## config.mk

```make
export PLATFORM = sky130hd
export DESIGN_NAME = gb_lcd_capture_flat
export DESIGN_NICKNAME = d
export VERILOG_FILES = /design/src/rtl/gb_video_pkg.sv /design/src/rtl/gb_lcd_capture_if.sv /design/src/rtl/gb_sync_edge.sv /design/src/rtl/gb_lcd_capture.sv /design/src/flat_wrapper.sv
export SDC_FILE = /design/constraint.sdc
export NUM_CORES = 1
export LEC_CHECK = 0
export BUFFER_PORTS_ARGS = -buffer_cell sky130_fd_sc_hd__buf_4
export CAP_MARGIN = 40
export CORE_MARGIN = 3
export CORE_UTILIZATION = 40
export DETAILED_ROUTE_END_ITERATION = 6
export HOLD_SLACK_MARGIN = 0.08
export PLACE_DENSITY_LB_ADDON = 0.3
export SYNTH_ARGS = -nofsm -noshare
export SYNTH_HDL_FRONTEND = slang
export SYNTH_HIERARCHICAL = 1
export SYNTH_SLANG_ARGS = --single-unit
```

## constraint.sdc

```tcl
create_clock -name clk -period 2 [get_ports clk]
set_clock_uncertainty 0.1 [all_clocks]
set_input_delay 0.2 -clock clk [delete_from_list [all_inputs] [get_ports clk]]
set_output_delay 0.2 -clock clk [all_outputs]
set_load 0.005 [all_outputs]
```

## src/rtl/gb_video_pkg.sv

```systemverilog
// Shared Game Boy video constants, capture FSM encoding and framebuffer write record.
// The VGA framebuffer reader imports the same constants so both sides agree on the layout.
package gb_video_pkg;

  localparam int GB_H_PIX     = 160;
  localparam int GB_V_LINES   = 144;
  localparam int GB_FB_DEPTH  = GB_H_PIX * GB_V_LINES;
  localparam int GB_FB_AW     = 15;
  localparam int GB_PIX_W     = 2;

  typedef logic [GB_FB_AW-1:0] fb_addr_t;
  typedef logic [GB_PIX_W-1:0] pix_t;

  typedef enum logic [1:0] {
    S_WAIT_VS = 2'd0,
    S_WAIT_HS = 2'd1,
    S_LINE    = 2'd2
  } cap_state_e;

  typedef struct packed {
    logic     en;
    fb_addr_t addr;
    pix_t     data;
  } fb_wr_t;

endpackage

```

## src/rtl/gb_lcd_capture_if.sv

```systemverilog
// LCD pin bundle plus framebuffer write / status outputs of the capture block.
// master = LCD source and framebuffer/control consumer, slave = capture block.
interface gb_lcd_capture_if;
  import gb_video_pkg::*;

  logic       lcd_clk;
  logic       lcd_hsync;
  logic       lcd_vsync;
  pix_t       lcd_data;
  logic       fb_wr_en;
  fb_addr_t   fb_wr_addr;
  pix_t       fb_wr_data;
  logic       frame_done;
  logic       sync_error;
  logic [7:0] frame_count;

  modport master (
    output lcd_clk, lcd_hsync, lcd_vsync, lcd_data,
    input  fb_wr_en, fb_wr_addr, fb_wr_data, frame_done, sync_error, frame_count
  );

  modport slave (
    input  lcd_clk, lcd_hsync, lcd_vsync, lcd_data,
    output fb_wr_en, fb_wr_addr, fb_wr_data, frame_done, sync_error, frame_count
  );

endinterface

```

## src/rtl/gb_sync_edge.sv

```systemverilog
// N-stage synchronizer for one async input, with registered rise/fall pulses.
// Edge pulses appear STAGES+1 clk after the pin changes.
module gb_sync_edge #(
  parameter int STAGES = 2
) (
  input  logic clk,
  input  logic reset,
  input  logic din,
  output logic rise,
  output logic fall
);

  logic [STAGES-1:0] sync_q, sync_d;
  logic              hist_q, hist_d;
  logic              rise_q, rise_d;
  logic              fall_q, fall_d;

  always_comb begin
    sync_d = {sync_q[STAGES-2:0], din};
    hist_d = sync_q[STAGES-1];
    rise_d = sync_q[STAGES-1] & ~hist_q;
    fall_d = ~sync_q[STAGES-1] & hist_q;
  end

  always_ff @(posedge clk or posedge reset) begin
    if (reset) begin
      sync_q <= '0;
      hist_q <= 1'b0;
      rise_q <= 1'b0;
      fall_q <= 1'b0;
    end else begin
      sync_q <= sync_d;
      hist_q <= hist_d;
      rise_q <= rise_d;
      fall_q <= fall_d;
    end
  end

  assign rise = rise_q;
  assign fall = fall_q;

endmodule

```

## src/rtl/gb_lcd_capture.sv

```systemverilog
// Captures the async Game Boy LCD bus and writes each frame row-major into the 2-bit framebuffer.
// Pin-to-write latency SYNC_STAGES+2 clk; no backpressure, one write per pixel clock fall.
module gb_lcd_capture
  import gb_video_pkg::*;
#(
  parameter int H_PIX       = GB_H_PIX,
  parameter int V_LINES     = GB_V_LINES,
  parameter int SYNC_STAGES = 2
) (
  input  logic             clk,
  input  logic             reset,
  gb_lcd_capture_if.slave  bus
);

  localparam int PX_W = $clog2(H_PIX + 1);
  localparam int LN_W = (V_LINES > 1) ? $clog2(V_LINES) : 1;

  logic pix_fall, hs_rise, vs_rise;
  logic pix_rise_unused, hs_fall_unused, vs_fall_unused;

  gb_sync_edge #(.STAGES(SYNC_STAGES)) u_sync_pclk (
    .clk(clk), .reset(reset), .din(bus.lcd_clk),
    .rise(pix_rise_unused), .fall(pix_fall)
  );

  gb_sync_edge #(.STAGES(SYNC_STAGES)) u_sync_hs (
    .clk(clk), .reset(reset), .din(bus.lcd_hsync),
    .rise(hs_rise), .fall(hs_fall_unused)
  );

  gb_sync_edge #(.STAGES(SYNC_STAGES)) u_sync_vs (
    .clk(clk), .reset(reset), .din(bus.lcd_vsync),
    .rise(vs_rise), .fall(vs_fall_unused)
  );

  // One stage deeper than the sync chain because the edge pulses are registered.
  logic [SYNC_STAGES:0][GB_PIX_W-1:0] data_q, data_d;
  pix_t                               pix_sample;

  always_comb begin
    data_d     = {data_q[SYNC_STAGES-1:0], bus.lcd_data};
    pix_sample = data_q[SYNC_STAGES];
  end

  cap_state_e      state_q, state_d;
  logic [PX_W-1:0] px_q, px_d;
  logic [LN_W-1:0] ln_q, ln_d;
  fb_addr_t        addr_q, addr_d;
  fb_wr_t          wr_q, wr_d;
  logic            done_q, done_d;
  logic            err_q, err_d;
  logic [7:0]      fc_q, fc_d;
  logic            partial;

  always_comb begin
    state_d = state_q;
    px_d    = px_q;
    ln_d    = ln_q;
    addr_d  = addr_q;
    wr_d    = wr_q;
    wr_d.en = 1'b0;
    done_d  = 1'b0;
    err_d   = 1'b0;
    fc_d    = fc_q;
    partial = (ln_q != '0) || (px_q != '0);

    // vsync wins over everything; a same-cycle hsync opens line 0 directly.
    if (vs_rise) begin
      err_d   = (state_q != S_WAIT_VS) && partial;
      ln_d    = '0;
      px_d    = '0;
      addr_d  = '0;
      state_d = hs_rise ? S_LINE : S_WAIT_HS;
    end else begin
      case (state_q)
        S_WAIT_VS: ;
        S_WAIT_HS: begin
          if (hs_rise) begin
            px_d    = '0;
            state_d = S_LINE;
          end
        end
        S_LINE: begin
          if (hs_rise) begin
            err_d   = 1'b1;
            state_d = S_WAIT_VS;
          end else if (pix_fall) begin
            wr_d.en   = 1'b1;
            wr_d.addr = addr_q;
            wr_d.data = pix_sample;
            addr_d    = addr_q + GB_FB_AW'(1);
            px_d      = px_q + PX_W'(1);
            if (px_q == PX_W'(H_PIX - 1)) begin
              if (ln_q == LN_W'(V_LINES - 1)) begin
                done_d  = 1'b1;
                fc_d    = fc_q + 8'd1;
                state_d = S_WAIT_VS;
              end else begin
                ln_d    = ln_q + LN_W'(1);
                state_d = S_WAIT_HS;
              end
            end
          end
        end
        default: state_d = S_WAIT_VS;
      endcase
    end
  end

  always_ff @(posedge clk or posedge reset) begin
    if (reset) begin
      data_q  <= '0;
      state_q <= S_WAIT_VS;
      px_q    <= '0;
      ln_q    <= '0;
      addr_q  <= '0;
      wr_q    <= '0;
      done_q  <= 1'b0;
      err_q   <= 1'b0;
      fc_q    <= '0;
    end else begin
      data_q  <= data_d;
      state_q <= state_d;
      px_q    <= px_d;
      ln_q    <= ln_d;
      addr_q  <= addr_d;
      wr_q    <= wr_d;
      done_q  <= done_d;
      err_q   <= err_d;
      fc_q    <= fc_d;
    end
  end

  assign bus.fb_wr_en    = wr_q.en;
  assign bus.fb_wr_addr  = wr_q.addr;
  assign bus.fb_wr_data  = wr_q.data;
  assign bus.frame_done  = done_q;
  assign bus.sync_error  = err_q;
  assign bus.frame_count = fc_q;

endmodule

```

## src/flat_wrapper.sv

```systemverilog
// flat-port wrapper written by rule: the top's interface ports become plain ports
module gb_lcd_capture_flat import gb_video_pkg::*;
#(
  parameter int H_PIX       = GB_H_PIX,
  parameter int V_LINES     = GB_V_LINES,
  parameter int SYNC_STAGES = 2
)
  (clk, reset, bus_lcd_clk, bus_lcd_hsync, bus_lcd_vsync, bus_lcd_data, bus_fb_wr_en, bus_fb_wr_addr, bus_fb_wr_data, bus_frame_done, bus_sync_error, bus_frame_count);
  gb_lcd_capture_if bus_i ();
  input  logic clk;
  input  logic reset;
  input wire logic [$bits(bus_i.lcd_clk)-1:0] bus_lcd_clk;
  input wire logic [$bits(bus_i.lcd_hsync)-1:0] bus_lcd_hsync;
  input wire logic [$bits(bus_i.lcd_vsync)-1:0] bus_lcd_vsync;
  input wire logic [$bits(bus_i.lcd_data)-1:0] bus_lcd_data;
  output wire logic [$bits(bus_i.fb_wr_en)-1:0] bus_fb_wr_en;
  output wire logic [$bits(bus_i.fb_wr_addr)-1:0] bus_fb_wr_addr;
  output wire logic [$bits(bus_i.fb_wr_data)-1:0] bus_fb_wr_data;
  output wire logic [$bits(bus_i.frame_done)-1:0] bus_frame_done;
  output wire logic [$bits(bus_i.sync_error)-1:0] bus_sync_error;
  output wire logic [$bits(bus_i.frame_count)-1:0] bus_frame_count;
  assign bus_i.lcd_clk = bus_lcd_clk;
  assign bus_i.lcd_hsync = bus_lcd_hsync;
  assign bus_i.lcd_vsync = bus_lcd_vsync;
  assign bus_i.lcd_data = bus_lcd_data;
  assign bus_fb_wr_en = bus_i.fb_wr_en;
  assign bus_fb_wr_addr = bus_i.fb_wr_addr;
  assign bus_fb_wr_data = bus_i.fb_wr_data;
  assign bus_frame_done = bus_i.frame_done;
  assign bus_sync_error = bus_i.sync_error;
  assign bus_frame_count = bus_i.frame_count;
  gb_lcd_capture #(.H_PIX(H_PIX), .V_LINES(V_LINES), .SYNC_STAGES(SYNC_STAGES)) u_core (.clk(clk), .reset(reset), .bus(bus_i));
endmodule
```

Yosys cells after proc, flatten, opt, wreduce, memory -nomap -nowiden
Index checks and enable logic that the tools add are counted.
Widths: inputs -> output; s select.
{ "totals": {"reg_bits": 79, "input_bits": 7, "elab_cells": 98} }
{ "op_classes": {"add_sub_neg": 4, "eq_ne": 12, "mux": 36, "bitwise_logic": 8, "n_reduce_logical": 16} }
{ "ops": {"columns": ["operator", "n"], "rows": [
  ["$mux 8", 10],
  ["$mux 18", 4],
  ["$mux 15", 4],
  ["$add 8x1->8 const B", 3],
  ["$eq 8x8->1 const B", 2],
  ["$pmux 8 s2", 1],
  ["$reduce_bool 8->1", 2],
  ["$add 15x1->15 const B", 1],
  ["$mux 2", 6],
  ["$reduce_and 4->1", 3],
  ["$mux 1", 10],
  ["$ne 3x3->1 const B", 3],
  ["$reduce_bool 2->1", 4],
  ["$ne 2x2->1 const B", 3],
  ["$pmux 2 s3", 1],
  ["$reduce_and 6->1", 1],
  ["$not 1->1", 5],
  ["$reduce_and 5->1", 1],
  ["$ne 4x3->1 const B", 1],
  ["$ne 4x4->1 const B", 1],
  ["$and 1x1->1", 3],
  ["$reduce_and 3->1", 1],
  ["$reduce_bool 3->1", 1],
  ["$eq 2x1->1 const B", 1],
  ["other kinds (4)", 4]
]} }

Longest topological paths before layout
Gate-level depths: netlist (run 1).
{ "depth": {"word_depth": 7, "ltp_mapped": 6, "ltp_nobuf": 6} }

Cells and area by module
Netlist (run 1), hierarchy kept.
{ "by_module_without_submodules": {"columns": ["module", "n_inst", "cells_each", "area_each_um2"], "rows": [
  ["gb_lcd_capture", 1, 282, 3111.7],
  ["gb_sync_edge", 3, 8, 143.9]
]} }

Worst setup path after synthesis (run 1)
No wires, ideal clock.
{ "synth_path": {"path_kind": "reg-to-reg", "start": "register u_core.ln_q[4]", "end": "register u_core.fc_q[1] (netlist: u_core/bus.frame_count[1])", "setup_ns": 0.128, "t_arrival_ns": 1.800, "t_required_ns": 1.772, "path_slack_ns": -0.028, "stages_incl_launch_ff": 6, "period_less_slack_ns": 2.028, "cell_sequence": "dfrtp_1 or4b_4 or2_0 buf_6 nor2_1 mux2_1"} }
{ "synth_via": {"elab_chain_cells": 2} }
{ "synth_rtl": {"columns": ["element", "line_no", "text"], "rows": [
  ["start: declaration", "gb_lcd_capture.sv:47", "logic [LN_W-1:0] ln_q, ln_d;"],
  ["start signal: assignment", "gb_lcd_capture.sv:125", "ln_q <= ln_d;"],
  ["$eq 8x8->1", "gb_lcd_capture.sv:94", "if (ln_q == LN_W'(V_LINES - 1)) begin"],
  ["$reduce_and 6->1 (no line)", null, null],
  ["end signal: assignment", "gb_lcd_capture.sv:120", "fc_q <= '0;"],
  ["end signal: assignment", "gb_lcd_capture.sv:130", "fc_q <= fc_d;"],
  ["end: declaration", "gb_lcd_capture.sv:52", "logic [7:0] fc_q, fc_d;"]
]} }
No other way between the ends.
A chain may end at the register's enable or synchronous reset.

Worst setup path after layout (run 1)
{ "layout_path": {"start": "register u_core.ln_q[4]", "end": "register u_core.fc_q[5] (netlist: u_core/bus.frame_count[5])"} }
The elaborated chain is that of the path after synthesis.

==> results of run 1 <==
## metrics by stage
stage | setup slack (ns) | hold slack, ns
2_1_floorplan | 0.00534 | -0.134
3_3_place_gp | 0.0241 | 0.0204
3_5_place_dp | -0.0337 | 0.0239
4_1_cts | 0.0147 | 0.197
5_1_grt | -0.0406 | 0.208
6_report | 0.0336 | 0.216
## routing by layer
layer  GRT usage  routed length, um  up-vias  part of all wire
li1            -                  -     1205                 -
met1       0.186               3060     1234              0.46
met2       0.240               3330       42              0.50
met3      0.0432                267        8             0.040
met4      0.0378                 56        0            0.0083
met5           0                  0        -                 0
## final cells by class
| cell class | instances | area [um^2] | share of cell area |
|---|---|---|---|
| Tap cell | 105 | 131 | 0.0307 |
| Inverter | 14 | 52.6 | 0.0123 |
| Timing Repair Buffer | 68 | 542 | 0.126 |
| Clock inverter | 7 | 56.3 | 0.0131 |
| Sequential cell | 79 | 1980 | 0.461 |
| Clock buffer | 9 | 124 | 0.0289 |
| Multi-Input combinational cell | 196 | 1400 | 0.327 |
## tightest hold or removal path: cells and delay by family
kind	cells	cell delay (ns)
buffers and inverters	3	0.82
## cells in the final DEF (no fill, tap or decap), types with 5 or more instances in the layout
cell and count:
sky130_fd_sc_hd__dlygate4sd3_1 6, sky130_fd_sc_hd__nor4_1 5, sky130_fd_sc_hd__xnor2_1 10, sky130_fd_sc_hd__dfrtp_1 79, sky130_fd_sc_hd__nor2_1 27, sky130_fd_sc_hd__clkbuf_8 9
sky130_fd_sc_hd__mux2_2 16, sky130_fd_sc_hd__buf_4 60, sky130_fd_sc_hd__nor3_1 7, sky130_fd_sc_hd__o21ai_0 6, sky130_fd_sc_hd__inv_1 13, sky130_fd_sc_hd__xor2_1 15
sky130_fd_sc_hd__ha_1 6, sky130_fd_sc_hd__nand4_1 15, sky130_fd_sc_hd__a21oi_1 9, sky130_fd_sc_hd__nand2_1 17, sky130_fd_sc_hd__nand3_1 10
## flip-flops by register name, indices dropped and copies added, names as in the netlist, 2 cells and up
register / cells
u_core/px_q: 8
u_core/u_sync_vs/sync_q: 2
u_core/bus.frame_count: 8
u_core/u_sync_hs/sync_q: 2
u_core/ln_q: 8
u_core/addr_q: 15
u_core/data_d: 4
u_core/state_q: 2
u_core/u_sync_pclk/sync_q: 2
u_core/bus.fb_wr_data: 2
u_core/pix_sample: 2
u_core/bus.fb_wr_addr: 15
## final timing paths
check / end / startpoint / cells past startpoint / slack (ns)
max: u_core/bus.frame_count[5] / u_core/ln_q[4] / 5 / 0.03
min: u_core/u_sync_hs/hist_q / reset / 3 / 0.22
max reg2reg: u_core/bus.frame_count[5] / u_core/ln_q[4] / 5 / 0.03
min reg2reg: u_core/u_sync_vs/sync_q[1] / u_core/u_sync_vs/sync_q[0] / 0 / 0.25
max in group asynchronous: u_core/ln_q[7] / reset / 4 / 0.83
min in group clk: u_core/u_sync_vs/sync_q[1] / u_core/u_sync_vs/sync_q[0] / 0 / 0.25
## power by group
| part | internal, W | switching, W |
|---|---|---|
| clock network | 0.000465 | 0.000609 |
| registers | 0.00164 | 0.0000264 |
| logic | 0.0000833 | 0.0000889 |
| total | 0.00219 | 0.000724 |
## what timing repair did
item / 4_1_cts / 5_1_grt
endpoints found under the setup margin: 4 / 10
buffers inserted: 0 / 2
hold buffers: 6 / 0
pin swaps: 0 / 1
hold endpoints to repair: 38 / 0
resized for setup: 3 / 6
==> impl_summary.log, run 1 <==
[metrics] I/O pin cnt: 35
[metrics] Placement Cell Area: 4000 um^2
[metrics] clk buf depth: 2
[metrics] area growth from synthesis to final layout: 24.4%
[metrics] placed wire-length estimate after detailed placement: 4740 um
[metrics] count of endpoints failing hold in the final timing report: 0
[metrics] final WL: 6710 um
[metrics] total power density per cell area: 679 nW/um^2
[metrics] number of vias in the routed layout: 2489
[metrics] post-detailed-route wirelength per cell: 14.0 um
[metrics] worst stage delay on the critical path: 0.56 ns
[metrics] vias in the first global route: 2528
[metrics] worst min-delay path category: in2async
[metrics] syn_nets: 313
[metrics] fraction of final layout cells sized beyond drive strength 1: 0.295
[metrics] data required time of the worst path: 2.17 ns
[metrics] max-capacitance violation count: 0
[metrics] core footprint: 8300 um^2
[metrics] Mean Syn Cell Area: 11.5 um^2
[metrics] total leakage power: 2.06 nW
[metrics] worst setup path category: reg2reg
[metrics] clock slew at the register clock pins of the worst setup and hold paths: 0.08 ns
[metrics] Final Non-Filler Cells: 478
[metrics] number of antenna diodes: 0
[metrics] die area: 9760 um^2
[metrics] I/O Buffers: 34
[metrics] die height: 98.8 um
[metrics] post-detailed-route DRC marker count: 0
[metrics] total routing usage reported by global routing: 0.145
[metrics] # placed instances: 454
[metrics] area of all placed cells without fillers: 4290 um^2
[metrics] final standard cell utilization of the core: 0.516
[metrics] nature of the critical path endpoint: register
[metrics] Final min period: 1.97 ns
[metrics] total overflow reported by the global router: 0
[metrics] endpoint arrival time on the critical path: 2.14 ns
[metrics] clock network latency to the later pin of the worst-skew pair: 0.35 ns
[metrics] initial antenna violation count: 0
[metrics] critical path's top delay family: simple AND/OR/NAND/NOR gates
[metrics] yosys warns: 6
[metrics] Root Buffer: sky130_fd_sc_hd__clkbuf_8
[metrics] DIE WIDTH: 98.8 um
[metrics] number of core rows: 33
[metrics] cell-by-cell trace of the critical path: or4b_4 > or2_4 > buf_6 > nor3_1 > xor2_1
[metrics] count of final setup violators: 0
[metrics] Syn Std Cell Area: 3440 um^2
[metrics] slowest cell on the critical path: sky130_fd_sc_hd__or4b_4
[metrics] transition time at the pin with the least slew margin: 0.595 ns
[metrics] number of clock buffers inserted by TritonCTS: 9
[metrics] overall power after layout: 0.00291 W
[metrics] detailed router's first-iteration violation count: 80
[metrics] gpl congestion: 0.830
[metrics] Max IR drop VDD: 560 uV
[metrics] number of nets in the layout: 381
[metrics] Antenna Violating Nets Remaining: 0
[metrics] vias per inst: 5.21
[metrics] number of filler cells placed in the layout: 737
[metrics] Relative slew margins: 0.593
[metrics] largest net degree at the start of global routing: 47
[metrics] Buf+Inv Stages, Crit Path: 1
[metrics] TNS Setup: 0 ns
[metrics] initial cell density of the core: 0.415
[metrics] Pins Over Slew Limit: 0
[metrics] maximum level of the CTS H-tree: 3
[metrics] number of iterations in the first detailed-routing pass: 4
[metrics] maximum frequency from static timing analysis: 509 MHz
[metrics] Critical Path Start Type: register
[metrics] result of the run: finished clean
[metrics] clock sinks: 79
[metrics] critical-path maximum fanout: 6
[metrics] RSZ-0062 raised after global routing: true
[metrics] first-pass GRT wire length: 11600 um
[metrics] fraction of the cycle the final worst path needs: 0.983
[metrics] clock tree from TritonCTS: done
[metrics] post-synthesis instance total: 300
No activity file was read; power rests on OpenSTA's default activity.
==> run 2, diff against run 1 <==
Settings changed: PLACE_DENSITY from default to 0.7, PLACE_DENSITY_LB_ADDON 0.3 to default.
==> run 2 against run 1 <==
Compared with the run above: sequential cell count unchanged; worst setup slack improved by 0.017 ns; hold slack worse by 0.0076 ns; non-clock buffer count shrank 4; register-to-register slack improved by 0.02 ns; final area is 0.70% lower; die area unchanged; routed wire length is 3.0% higher; critical endpoint is now u_core/bus.frame_count[7]; largest cell class unchanged; largest power group unchanged.
==> impl_summary.log, run 2 (synthesis results as in run 1) <==
[metrics] Buf+Inv Stages, Crit Path: 1 (unchanged)
[metrics] area of all placed cells without fillers: 4260 um^2 (-0.70%)
[metrics] clock slew at the register clock pins of the worst setup and hold paths: 0.08 ns (about the same)
[metrics] number of clock buffers inserted by TritonCTS: 9 (unchanged)
[metrics] area growth from synthesis to final layout: 23.5%
[metrics] Relative slew margins: 0.643 (+0.0504)
[metrics] critical path's top delay family: simple AND/OR/NAND/NOR gates
[metrics] max-capacitance violation count: 0 (unchanged)
[metrics] Worst R2R Start: u_core/ln_q[4]
[metrics] Placement Cell Area: 4000 um^2 (about the same)
[metrics] worst min-delay path category: in2async
[metrics] cell-by-cell trace of the critical path: or4b_4 > or2_4 > buf_6 > nor4_4 > xor2_1
[metrics] fraction of the cycle the final worst path needs: 0.975 (-0.00852)
[metrics] Pins Over Slew Limit: 0 (unchanged)
[metrics] I/O pin cnt: 35 (unchanged)
[metrics] clk buf depth: 2 (unchanged)
[metrics] Antenna Violating Nets Remaining: 0 (unchanged)
[metrics] die area: 9760 um^2 (unchanged)
[metrics] critical-path maximum fanout: 6 (unchanged)
[metrics] count of endpoints failing hold in the final timing report: 0 (unchanged)
[metrics] buffers inserted during post-CTS setup optimization: 0 (unchanged)
[metrics] number of nets in the layout: 377 (-1.0%)
[metrics] fraction of final layout cells sized beyond drive strength 1: 0.282 (-0.0131)
[metrics] Root Buffer: sky130_fd_sc_hd__clkbuf_8
[metrics] data required time of the worst path: 2.17 ns (about the same)
[metrics] result of the run: finished clean
[metrics] nature of the critical path endpoint: register
[metrics] detailed router's first-iteration violation count: 134 (+68%)
[metrics] Final Non-Filler Cells: 474 (-0.84%)
[metrics] number of vias in the routed layout: 2538 (+2.0%)
[metrics] Top Usage Layer GRT: met2
[metrics] gpl congestion: 0.866 (+4.3%)
[metrics] maximum level of the CTS H-tree: 3 (unchanged)
[metrics] post-detailed-route DRC marker count: 0 (unchanged)
[metrics] GR Layer Usage met2: 0.243 (+0.00310)
[metrics] Worst Hold Slack: 0.209 ns (-0.00765 ns)
[metrics] post-detailed-route wirelength per cell: 14.6 um (+3.9%)
[metrics] slowest cell on the critical path: sky130_fd_sc_hd__or4b_4
[metrics] Critical Path Start Type: register
[metrics] Max IR drop VDD: 354 uV (-37%)
[metrics] final WL: 6910 um (+3.0%)
[metrics] placed wire-length estimate after detailed placement: 4810 um (+1.5%)
[metrics] largest net degree at the start of global routing: 29 (-38%)
[metrics] Final min period: 1.95 ns (-0.0170 ns)
[metrics] clock sinks: 79 (unchanged)
[metrics] total routing usage reported by global routing: 0.154 (+0.00909)
[metrics] most common cell after layout, fill and taps aside: sky130_fd_sc_hd__dfrtp_1
[metrics] clock tree from TritonCTS: done
[metrics] number of iterations in the first detailed-routing pass: 4 (unchanged)
[metrics] RSZ-0062 raised after global routing: false
[metrics] initial cell density of the core: 0.415 (unchanged)
[metrics] endpoint arrival time on the critical path: 2.12 ns (-0.02 ns)
[metrics] GR met1 Demand/Resource: 0.198 (+0.0123)
[metrics] total leakage power: 2.03 nW (-1.1%)
[metrics] core footprint: 8300 um^2 (unchanged)
[metrics] DIE WIDTH: 98.8 um (unchanged)
[metrics] critical path launch point: u_core/ln_q[4]
[metrics] overall power after layout: 0.00290 W (-0.20%)
[metrics] first-pass GRT wire length: 12200 um (+5.6%)
[metrics] transition time at the pin with the least slew margin: 0.521 ns (-0.0738 ns)
[metrics] clock network latency to the later pin of the worst-skew pair: 0.35 ns (about the same)
[metrics] commonest cells after routing, fill and taps aside: 79 x sky130_fd_sc_hd__dfrtp_1, 55 x sky130_fd_sc_hd__buf_4, 27 x sky130_fd_sc_hd__nor2_1, 17 x sky130_fd_sc_hd__nand2_1, 16 x sky130_fd_sc_hd__mux2_2
[metrics] count of final setup violators: 0 (unchanged)
[metrics] initial antenna violation count: 0 (unchanged)
[metrics] vias in the first global route: 2598 (+2.8%)
[metrics] total overflow reported by the global router: 0 (unchanged)
[metrics] maximum frequency from static timing analysis: 513 MHz (+0.87%)
[metrics] vias per inst: 5.35 (+2.8%)
[metrics] number of antenna diodes: 0 (unchanged)
[metrics] met3 Resource Use GR: 0.0297 (-0.0134)
[metrics] number of core rows: 33 (unchanged)
[metrics] I/O Buffers: 34 (unchanged)
[metrics] die height: 98.8 um (unchanged)
[metrics] total power density per cell area: 683 nW/um^2 (+0.51%)
[metrics] # placed instances: 452 (-0.44%)
[metrics] worst setup path category: reg2reg
[metrics] worst stage delay on the critical path: 0.55 ns (about the same)
[metrics] TNS Setup: 0 ns (unchanged)
## run 2: routing by layer
layer	wire length, um	up-vias
met1	3030	1268
met3	298	18
li1	-	1191
met4	187	0
met5	0	-
met2	3400	61
## run 2: final timing paths
| path | slack [ns] | cells past startpoint | endpoint |
|---|---|---|---|
| max in group asynchronous | 0.91 | 4 | u_core/px_q[3] |
| worst min-delay path | 0.21 | 3 | u_core/u_sync_hs/hist_q |
| worst max register to register | 0.05 | 5 | u_core/bus.frame_count[7] |
| min in group clk | 0.25 | 0 | u_core/u_sync_vs/sync_q[1] |
| worst min register to register | 0.25 | 0 | u_core/u_sync_vs/sync_q[1] |
| worst max-delay path | 0.05 | 5 | u_core/bus.frame_count[7] |
## run 2: layout make-up
cell class | count | area, um^2
flip-flops and latches | 79 | 1980
fillers | 740 | 4040
well taps | 105 | 131
clock inverters | 5 | 33.8
repair buffers | 64 | 524
inverters | 14 | 52.6
clock buffers | 11 | 141
multi-input cells | 196 | 1400
## run 2: worst reg2reg max path, stage by stage (launching register included)
cell and delay [ns]:
sky130_fd_sc_hd__dfrtp_1 0.38, sky130_fd_sc_hd__or4b_4 0.55, sky130_fd_sc_hd__or2_4 0.26, sky130_fd_sc_hd__buf_6 0.14
sky130_fd_sc_hd__nor4_4 0.27, sky130_fd_sc_hd__xor2_1 0.17
## run 2: power breakdown
part           internal, W  leakage [nW]  switching [W]
registers          0.00164          1.06      0.0000263
clock network     0.000483        0.0853       0.000576
logic            0.0000872         0.887      0.0000947
total              0.00221          2.03       0.000697
## run 2: per-stage QoR
step	setup WS (ns)	utilization
6_report	0.0506	0.513
3_3_place_gp	0.0414	0.481
2_1_floorplan	0.00534	-
3_5_place_dp	0.00857	0.481
5_1_grt	0.000864	0.513
4_1_cts	0.0159	0.510
## run 2: what timing repair did
item / 4_1_cts / 5_1_grt
resized for setup: 2 / 8
setup endpoints to repair: 2 / 7
hold endpoints to repair: 35 / 0
pin swaps: 0 / 3
hold buffers: 6 / 0
